File: src/rtl/nn_pkg.sv
// Shared types and helpers for the neuron datapath (MAC controller and saturating shifter).
package nn_pkg;

    typedef enum logic [1:0] {
        IDLE  = 2'd0,
        MAC   = 2'd1,
        SCALE = 2'd2,
        DONE  = 2'd3
    } nn_mac_state_t;

    localparam int NN_DW    = 8;
    localparam int NN_FRAC  = 4;
    localparam int NN_OUT_W = 8;

    // Ceiling log2; returns 0 for values <= 1.
    function automatic int clog2(input int value);
        int r;
        r = 0;
        while ((1 << r) < value) begin
            r = r + 1;
        end
        return r;
    endfunction

endpackage

File: src/rtl/nn_sat_shift.sv
// Combinational rescale of a wide accumulator to output format: arithmetic shift, clamp,
// and optional ReLU (negative results forced to zero when RELU != 0).
module nn_sat_shift
    import nn_pkg::*;
#(
    parameter int ACC_W = 20,
    parameter int OUT_W = NN_OUT_W,
    parameter int FRAC  = NN_FRAC,
    parameter bit RELU  = 1'b0
) (
    input  logic signed [ACC_W-1:0] acc,
    output logic signed [OUT_W-1:0] y
);

    localparam logic signed [ACC_W-1:0] MAX_V = ACC_W'((64'sd1 <<< (OUT_W - 1)) - 64'sd1);
    localparam logic signed [ACC_W-1:0] MIN_V = -MAX_V - ACC_W'(1);

    logic signed [ACC_W-1:0] t;

    // Arithmetic shift gives floor rounding on negative values.
    assign t = acc >>> FRAC;

    always_comb begin
        y = t[OUT_W-1:0];
        if (RELU && (t < 0)) begin
            y = '0;
        end else if (t > MAX_V) begin
            y = MAX_V[OUT_W-1:0];
        end else if (t < MIN_V) begin
            y = MIN_V[OUT_W-1:0];
        end
    end

endmodule

File: src/rtl/nn_neuron_mac.sv
// Sequential multiply-accumulate neuron: one product per clock, then bias-aligned rescale.
// Define NEURON_RELU_EN to fuse a ReLU into the output rescale.
module nn_neuron_mac
    import nn_pkg::*;
#(
    parameter int N_IN  = 3,
    parameter int DW    = NN_DW,
    parameter int FRAC  = NN_FRAC,
    parameter int ACC_W = 20,
    parameter int OUT_W = NN_OUT_W
) (
    input  logic                     clk,
    input  logic                     rst,
    input  logic                     en,
    input  logic [N_IN*DW-1:0]       x_flat,
    input  logic [N_IN*DW-1:0]       w_flat,
    input  logic signed [DW-1:0]     bias,
    output logic                     ready,
    output logic                     busy,
    output logic signed [OUT_W-1:0]  y
);

    localparam int IDX_W = (N_IN > 1) ? clog2(N_IN) : 1;

`ifdef NEURON_RELU_EN
    localparam bit RELU_EN = 1'b1;
`else
    localparam bit RELU_EN = 1'b0;
`endif

    if (N_IN < 1) begin : g_chk_n_in
        $error("nn_neuron_mac: N_IN must be >= 1");
    end
    if (ACC_W < 2*DW + clog2(N_IN + 1)) begin : g_chk_acc_w
        $error("nn_neuron_mac: ACC_W too narrow for N_IN products plus bias");
    end

    nn_mac_state_t            state_reg;
    logic signed [ACC_W-1:0]  acc_reg;
    logic [IDX_W-1:0]         idx_reg;
    logic signed [DW-1:0]     x_reg [N_IN];
    logic signed [DW-1:0]     w_reg [N_IN];
    logic signed [DW-1:0]     x_in  [N_IN];
    logic signed [DW-1:0]     w_in  [N_IN];
    logic signed [2*DW-1:0]   prod;
    logic signed [OUT_W-1:0]  sat_y;

    for (genvar gi = 0; gi < N_IN; gi++) begin : g_unpack
        assign x_in[gi] = x_flat[gi*DW +: DW];
        assign w_in[gi] = w_flat[gi*DW +: DW];
    end

    assign prod = x_reg[idx_reg] * w_reg[idx_reg];

    nn_sat_shift #(
        .ACC_W (ACC_W),
        .OUT_W (OUT_W),
        .FRAC  (FRAC),
        .RELU  (RELU_EN)
    ) u_sat_shift (
        .acc (acc_reg),
        .y   (sat_y)
    );

    always_ff @(posedge clk or posedge rst) begin
        if (rst) begin
            state_reg <= IDLE;
            ready     <= 1'b1;
            busy      <= 1'b0;
            y         <= '0;
            acc_reg   <= '0;
            idx_reg   <= '0;
            for (int i = 0; i < N_IN; i++) begin
                x_reg[i] <= '0;
                w_reg[i] <= '0;
            end
        end else begin
            case (state_reg)
                IDLE, DONE: begin
                    if (en) begin
                        for (int i = 0; i < N_IN; i++) begin
                            x_reg[i] <= x_in[i];
                            w_reg[i] <= w_in[i];
                        end
                        // Bias pre-shifted so it lands on the 2*FRAC product scale.
                        acc_reg   <= ACC_W'(bias) <<< FRAC;
                        idx_reg   <= '0;
                        state_reg <= MAC;
                        ready     <= 1'b0;
                        busy      <= 1'b1;
                    end
                end
                MAC: begin
                    acc_reg <= acc_reg + ACC_W'(prod);
                    idx_reg <= idx_reg + 1'b1;
                    if (idx_reg == IDX_W'(N_IN - 1)) begin
                        state_reg <= SCALE;
                    end
                end
                SCALE: begin
                    y         <= sat_y;
                    state_reg <= DONE;
                    ready     <= 1'b1;
                    busy      <= 1'b0;
                end
                default: begin
                    state_reg <= IDLE;
                    ready     <= 1'b1;
                    busy      <= 1'b0;
                end
            endcase
        end
    end

endmodule

File: config.mk
export PLATFORM = sky130hd
export DESIGN_NAME = nn_neuron_mac
export DESIGN_NICKNAME = d
export VERILOG_FILES = /design/src/rtl/nn_pkg.sv /design/src/rtl/nn_sat_shift.sv /design/src/rtl/nn_neuron_mac.sv
export SDC_FILE = /design/constraint.sdc
export NUM_CORES = 1
export LEC_CHECK = 0
export CORE_MARGIN = 2
export CORE_UTILIZATION = 30
export DETAILED_ROUTE_END_ITERATION = 8
export PLACE_DENSITY = 0.55
export SLEW_MARGIN = 30
export SYNTH_ARGS = -nofsm -noshare
export SYNTH_HDL_FRONTEND = slang
export SYNTH_SLANG_ARGS = --single-unit
File: constraint.sdc
create_clock -name clk -period 9.7 [get_ports clk]
set_input_delay 1.455 -clock clk [delete_from_list [all_inputs] [get_ports clk]]
set_output_delay 1.455 -clock clk [all_outputs]
set_load 0.02 [all_outputs]
==> impl_metrics.json, run 1 <==
{
  "slew_viol_final": 0,
  "rows": 56,
  "synth_top_area_cell": "dfrtp_1",
  "skew_ns": 0.00826,
  "grt_pass1_vias": 5214,
  "critPathCaptureType": "register",
  "port_buffers": 68,
  "holdPathStages": 1,
  "postLayoutCoreUtil_pct": 36.5,
  "grt_antenna_before_repair": 0,
  "clkTransAtPathRegs_ns": 0.07,
  "required_ns": 9.92,
  "path_max_fanout": 25,
  "synth_flop_cell": "dfrtp_1",
  "h-tree-depth": 3,
  "use_met3_pct": 2.07,
  "postRouteWirelength_um": 16500,
  "relSlewSlack_pct": 44.6,
  "synth.distinct_cells": 44,
  "synth.area.top_cells": "dfrtp_1 (28%), fa_1 (25%), ha_1 (8.8%), mux2_2 (7.7%), inv_1 (6.0%)",
  "synth-edff-count": 0,
  "clk_path_buf_depth": 2,
  "use_met2_pct": 25.0,
  "die_x_um": 158,
  "grt_pass1_wl_um": 27100,
  "dieHeight_um": 158,
  "start_util_pct": 30.5,
  "grt.met1_usage_pct": 18.0,
  "post_drt_wl_per_cell_um": 15.3,
  "hpwl_um": 13200,
  "post-route-min-period_ns": 6.93,
  "syn_area_mm2": 0.00715,
  "crit_path_cell_trace": "inv_1 > nor2_2 > nand2_1 > o21ai_1 > nor2b_1 > buf_4 > inv_1 > fa_1 > inv_1 > fa_1 > fa_1 > fa_1 > fa_1 > ha_1 > o21ai_0 > o21ai_0 > a31oi_1 > o211ai_1 > a31oi_1 > xor2_1 > o21ai_0",
  "synth_top_area_share_pct": 28.4,
  "syn_inst": 689,
  "post-cts-setup-buffers": 0,
  "io_pins": 69,
  "place_congestion": 0.826,
  "grt_setup_unrepaired": "false",
  "synth.avg_cell_area_um2": 10.4,
  "ys_ff_latch": 82,
  "cts_tree": "done",
  "crit_arrival_ns": 7.15,
  "drt_first_pass_iters": 4,
  "syn_nets": 886,
  "max_freq_ghz": 0.144,
  "status": "complete, no violations",
  "hold_viol_final": 0,
  "worstMarginPinSlew_ns": 0.823,
  "worstSetupPathType": "register to register",
  "die-area_mm2": 0.0251,
  "drtIter0Drc": 256,
  "maxCapViolCount": 0,
  "coreArea_mm2": 0.0234,
  "setup_tns_ns": 0,
  "drc": 0,
  "grt_overflow": 0,
  "cts_sinks": 82,
  "drive_above_1_share_pct": 11.0,
  "holdWs_ns": 0.505,
  "cts_inserted_buffers": 9,
  "busiest_layer": "met2",
  "area_growth_pct": 19.4,
  "ys_seq_area_share_pct": 28.7,
  "grt.total_usage_pct": 14.1,
  "post_drt_via_cell_ratio": 4.55,
  "slowest_stage": "dfrtp_1",
  "yosys_warnings": 0,
  "hold_path_class": "register to register",
  "cp-start-kind": "register",
  "timing.final.crit_share_pct": 71.5,
  "fin_nets": 954,
  "postRouteAntennaNets": 0,
  "grt_max_degree": 58,
  "ctsHoldBuffers": 0,
  "crit_path_frequent_cell": "fa_1",
  "setup_viol_count_final": 0,
  "post_cts_resized": 0,
  "vias": 4923,
  "cpPeakStageDelay_ns": 0.78,
  "ff2ff_path_depth": 21,
  "clk_latency_ns": 0.35,
  "cts_root_buffer": "clkbuf_16",
  "antenna_cells": 0,
  "async_reset_ff_share_pct": 100
}
[layout make-up]
type,count,area [um2]
repair buffers,73,718
fillers,2394,14900
flip-flops and latches,82,2050
clock inverters,7,111
clock buffers,9,225
inverters,116,437
multi-input cells,475,4590
well taps,319,399
[layer usage]
layer	routed length, um	vias up	share of wire [%]
met5	0	-	0
met4	227	0	1.4
met3	376	13	2.3
met2	8770	59	53
met1	7150	2482	43
li1	-	2369	-
[path summary, 6_finish.rpt]
kind / endpoint / from / slack (ns)
max in group asynchronous: idx_reg[1] / rst / 7.11
setup / recovery: acc_reg[18] / idx_reg[0] / 2.77
hold / removal: w_reg[21] / w_reg[21] / 0.51
setup reg to reg: acc_reg[18] / idx_reg[0] / 2.77
min in group asynchronous: x_reg[7] / rst / 1.44
hold reg to reg: w_reg[21] / w_reg[21] / 0.51
[worst max-delay path, delay by kind of cell, from the launching register on]
kind            cells  cell delay (ns)
simple gates        3             0.85
fa+ha+maj           6             2.83
xor+xnor            1             0.15
buf+inv             4             0.56
compound gates      7             1.61
flops               1             0.78
[cells in the final DEF, fill, tap and decap left out, types with 9 or more instances in the layout]
| cell | Yosys | routed |
|---|---|---|
| xnor2_1 | 13 | 13 |
| mux2i_1 | 21 | 21 |
| mux2_2 | 49 | 49 |
| clkbuf_16 | 0 | 9 |
| fa_1 | 88 | 88 |
| dfrtp_1 | 81 | 80 |
| nand2_1 | 45 | 44 |
| ha_1 | 50 | 50 |
| nor2_1 | 66 | 66 |
| o21a_1 | 11 | 11 |
| a21oi_1 | 30 | 30 |
| inv_1 | 115 | 114 |
| clkdlybuf4s50_1 | 0 | 68 |
| o21ai_0 | 29 | 29 |
[stage by stage]
stage / instance area (um2) / std cells / setup slack, ns
final: 8530 / 1081 / 2.77
after global routing: 8530 / 1081 / 2.25
after floorplan: 7150 / 689 / 3.38
after global placement: 8200 / 1065 / 2.86
after CTS: 8530 / 1081 / 2.74
after detailed placement: 8200 / 1065 / 2.79
[cell families after synthesis]
| kind of cell | Yosys count | synth area share [%] |
|---|---|---|
| compound gates | 108 | 9.49 |
| xor+xnor | 19 | 2.33 |
| fa+ha+maj | 138 | 33.4 |
| buf+inv | 132 | 7.11 |
| flops | 82 | 28.7 |
| mux | 70 | 10.7 |
| simple gates | 140 | 8.30 |
[synthesized netlist by cell type, types with 7 or more instances]
master and n:
nand2b_1 7, a21oi_1 30, inv_1 115, mux2i_1 21
nand2_1 45, ha_1 50, xnor2_1 13, o22ai_1 7
mux2_2 49, o21a_1 11, dfrtp_1 81, nor2_1 66
fa_1 88, o21ai_0 29
Power of run 1 is not shown: default switching activity piles up to over one toggle a cycle in this logic, so the estimate is an artifact.
==> run 2, diff against run 1 <==
--- a/config.mk
+++ b/config.mk
@@ -8,7 +8,7 @@
 export CORE_MARGIN = 2
 export CORE_UTILIZATION = 30
 export DETAILED_ROUTE_END_ITERATION = 8
-export PLACE_DENSITY = 0.55
+export PLACE_DENSITY = 0.57
 export SLEW_MARGIN = 30
 export SYNTH_ARGS = -nofsm -noshare
 export SYNTH_HDL_FRONTEND = slang
==> constraint.sdc (replaced) <==
create_clock -name clk -period 6.3 [get_ports clk]
set_input_delay 0.945 -clock clk [delete_from_list [all_inputs] [get_ports clk]]
set_output_delay 0.945 -clock clk [all_outputs]
set_load 0.02 [all_outputs]
==> impl_metrics.json, run 2 (same netlist as run 1, synthesis figures left out) <==
{
  "max_freq_ghz": 0.171,
  "crit_path_cell_trace": "buf_12 > mux2i_1 > o21ai_0 > buf_4 > nand2_1 > fa_1 > inv_1 > fa_1 > ha_1 > inv_1 > fa_1 > inv_1 > ha_1 > ha_1 > fa_1 > a211oi_1 > o21ai_0 > a31oi_1 > o211ai_1 > a31oi_1 > xor2_1 > o21ai_0",
  "cts_inserted_buffers": 9,
  "slew_viol_final": 0,
  "grt_overflow": 0,
  "cp-start-kind": "register",
  "io_pins": 69,
  "cp_top_family": "adder cells",
  "grt_setup_unrepaired": "false",
  "fillers": 2398,
  "postRouteWirelength_um": 16400,
  "r2r_slack_ns": 0.46,
  "r2r-start": "idx_reg[1]",
  "post-route-min-period_ns": 5.84,
  "ff2ff_path_depth": 22,
  "drive_above_1_share_pct": 13.3,
  "final_cell_mix": "inv_1 (114), fa_1 (88), dfrtp_1 (80), clkdlybuf4s50_1 (68), nor2_1 (66)",
  "hold_path_end": "w_reg[22]",
  "postRouteAntennaNets": 0,
  "skew_ns": 0.0146,
  "coreArea_mm2": 0.0234,
  "grt_antenna_before_repair": 0,
  "layout_commonest_cell": "inv_1",
  "post-cts-setup-buffers": 0,
  "fin_nets": 973,
  "clk_latency_ns": 0.36,
  "start_util_pct": 30.5,
  "post_drt_wl_per_cell_um": 14.9,
  "place_congestion": 0.876,
  "crit_arrival_ns": 6.06,
  "setup_viol_count_final": 0,
  "rows": 56,
  "hold_viol_final": 0,
  "cts_sinks": 82,
  "cts_root_buffer": "clkbuf_16",
  "worstMarginPinSlew_ns": 0.792,
  "antenna_cells": 0,
  "hpwl_um": 13100,
  "port_buffers": 68,
  "vias": 4951,
  "die-area_mm2": 0.0251,
  "area_growth_pct": 21.1,
  "die_x_um": 158,
  "grt_pass1_wl_um": 27000,
  "drt_first_pass_iters": 5,
  "grt_max_degree": 83,
  "hold_path_class": "register to register",
  "min_from": "w_reg[22]",
  "maxCapViolCount": 0,
  "grt.total_usage_pct": 14.1,
  "grt_pass1_vias": 5186,
  "dieHeight_um": 158,
  "timing.final.crit_share_pct": 92.7,
  "relSlewSlack_pct": 47.2,
  "drc": 0,
  "required_ns": 6.52,
  "clk_path_buf_depth": 2,
  "cpPeakStageDelay_ns": 0.53,
  "worstSetupPathType": "register to register",
  "setup_tns_ns": 0,
  "cts_tree": "done",
  "post_drt_via_cell_ratio": 4.50,
  "critPathCaptureType": "register",
  "h-tree-depth": 3,
  "holdPathStages": 1,
  "r2r-end": "acc_reg[18]",
  "cp.depth": 22,
  "status": "complete, no violations",
  "drtIter0Drc": 304,
  "slowest_stage": "fa_1",
  "path_max_fanout": 13,
  "clkTransAtPathRegs_ns": 0.07,
  "worstPathBufferInverterCount": 5,
  "crit_path_frequent_cell": "fa_1"
}
-- run 2: changes by cell type in the layout (fill, tap and decap cells not counted), sizes merged --
| cell | change |
|---|---|
| buf | +19 |
| bufinv | -2 |
| clkinv | -2 |
| clkinvlp | +2 |
| inv | +2 |
-- run 2: worst max path at each step --
stage / from / end
detailed placement: idx_reg[1] / acc_reg[18]
floorplan: idx_reg[1] / acc_reg[17]
CTS: idx_reg[1] / acc_reg[18]
global placement: idx_reg[1] / acc_reg[18]
finish: idx_reg[1] / acc_reg[18]
global route: idx_reg[1] / acc_reg[16]
-- run 2: final cells by class --
| cell class | instances | area (um2) | area share, % |
|---|---|---|---|
| repair buffers | 92 | 877 | 10.1 |
| flip-flops and latches | 82 | 2050 | 23.7 |
| multi-input cells | 475 | 4590 | 53.0 |
| inverters | 116 | 437 | 5.04 |
| well taps | 319 | 399 | 4.61 |
| clock buffers | 9 | 225 | 2.60 |
| clock inverters | 7 | 71.3 | 0.824 |
-- run 2: layer usage --
layer  routed length [um]  vias up  share of wire (%)  GRT usage, %
li1                     -     2405                  -             -
met1                 7140     2471                 44          18.1
met2                 8490       62                 52          24.5
met3                  468       13                2.9          2.34
met4                  291        0                1.8          4.16
met5                    0        -                  0             0
-- run 2: timing repair --
action	in CTS	in global routing
setup endpoints to repair	0	5
hold buffers	0	0
resized for setup	0	2
-- run 2: metrics by stage --
| stage | cells | worst slack [ns] | area, um2 | utilization, % | hold slack [ns] |
|---|---|---|---|---|---|
| detailed placement | 1084 | 0.294 | 8360 | 35.7 | 0.493 |
| CTS | 1100 | 0.225 | 8650 | 37.0 | 0.509 |
| finish | 1100 | 0.463 | 8660 | 37.0 | 0.506 |
| global placement | 1084 | 0.339 | 8350 | 35.7 | 0.487 |
| floorplan | 689 | 0.0104 | 7150 | - | 0.472 |
| global route | 1100 | 0.107 | 8660 | 37.0 | 0.519 |
Power of run 2 is left out for the same reason.
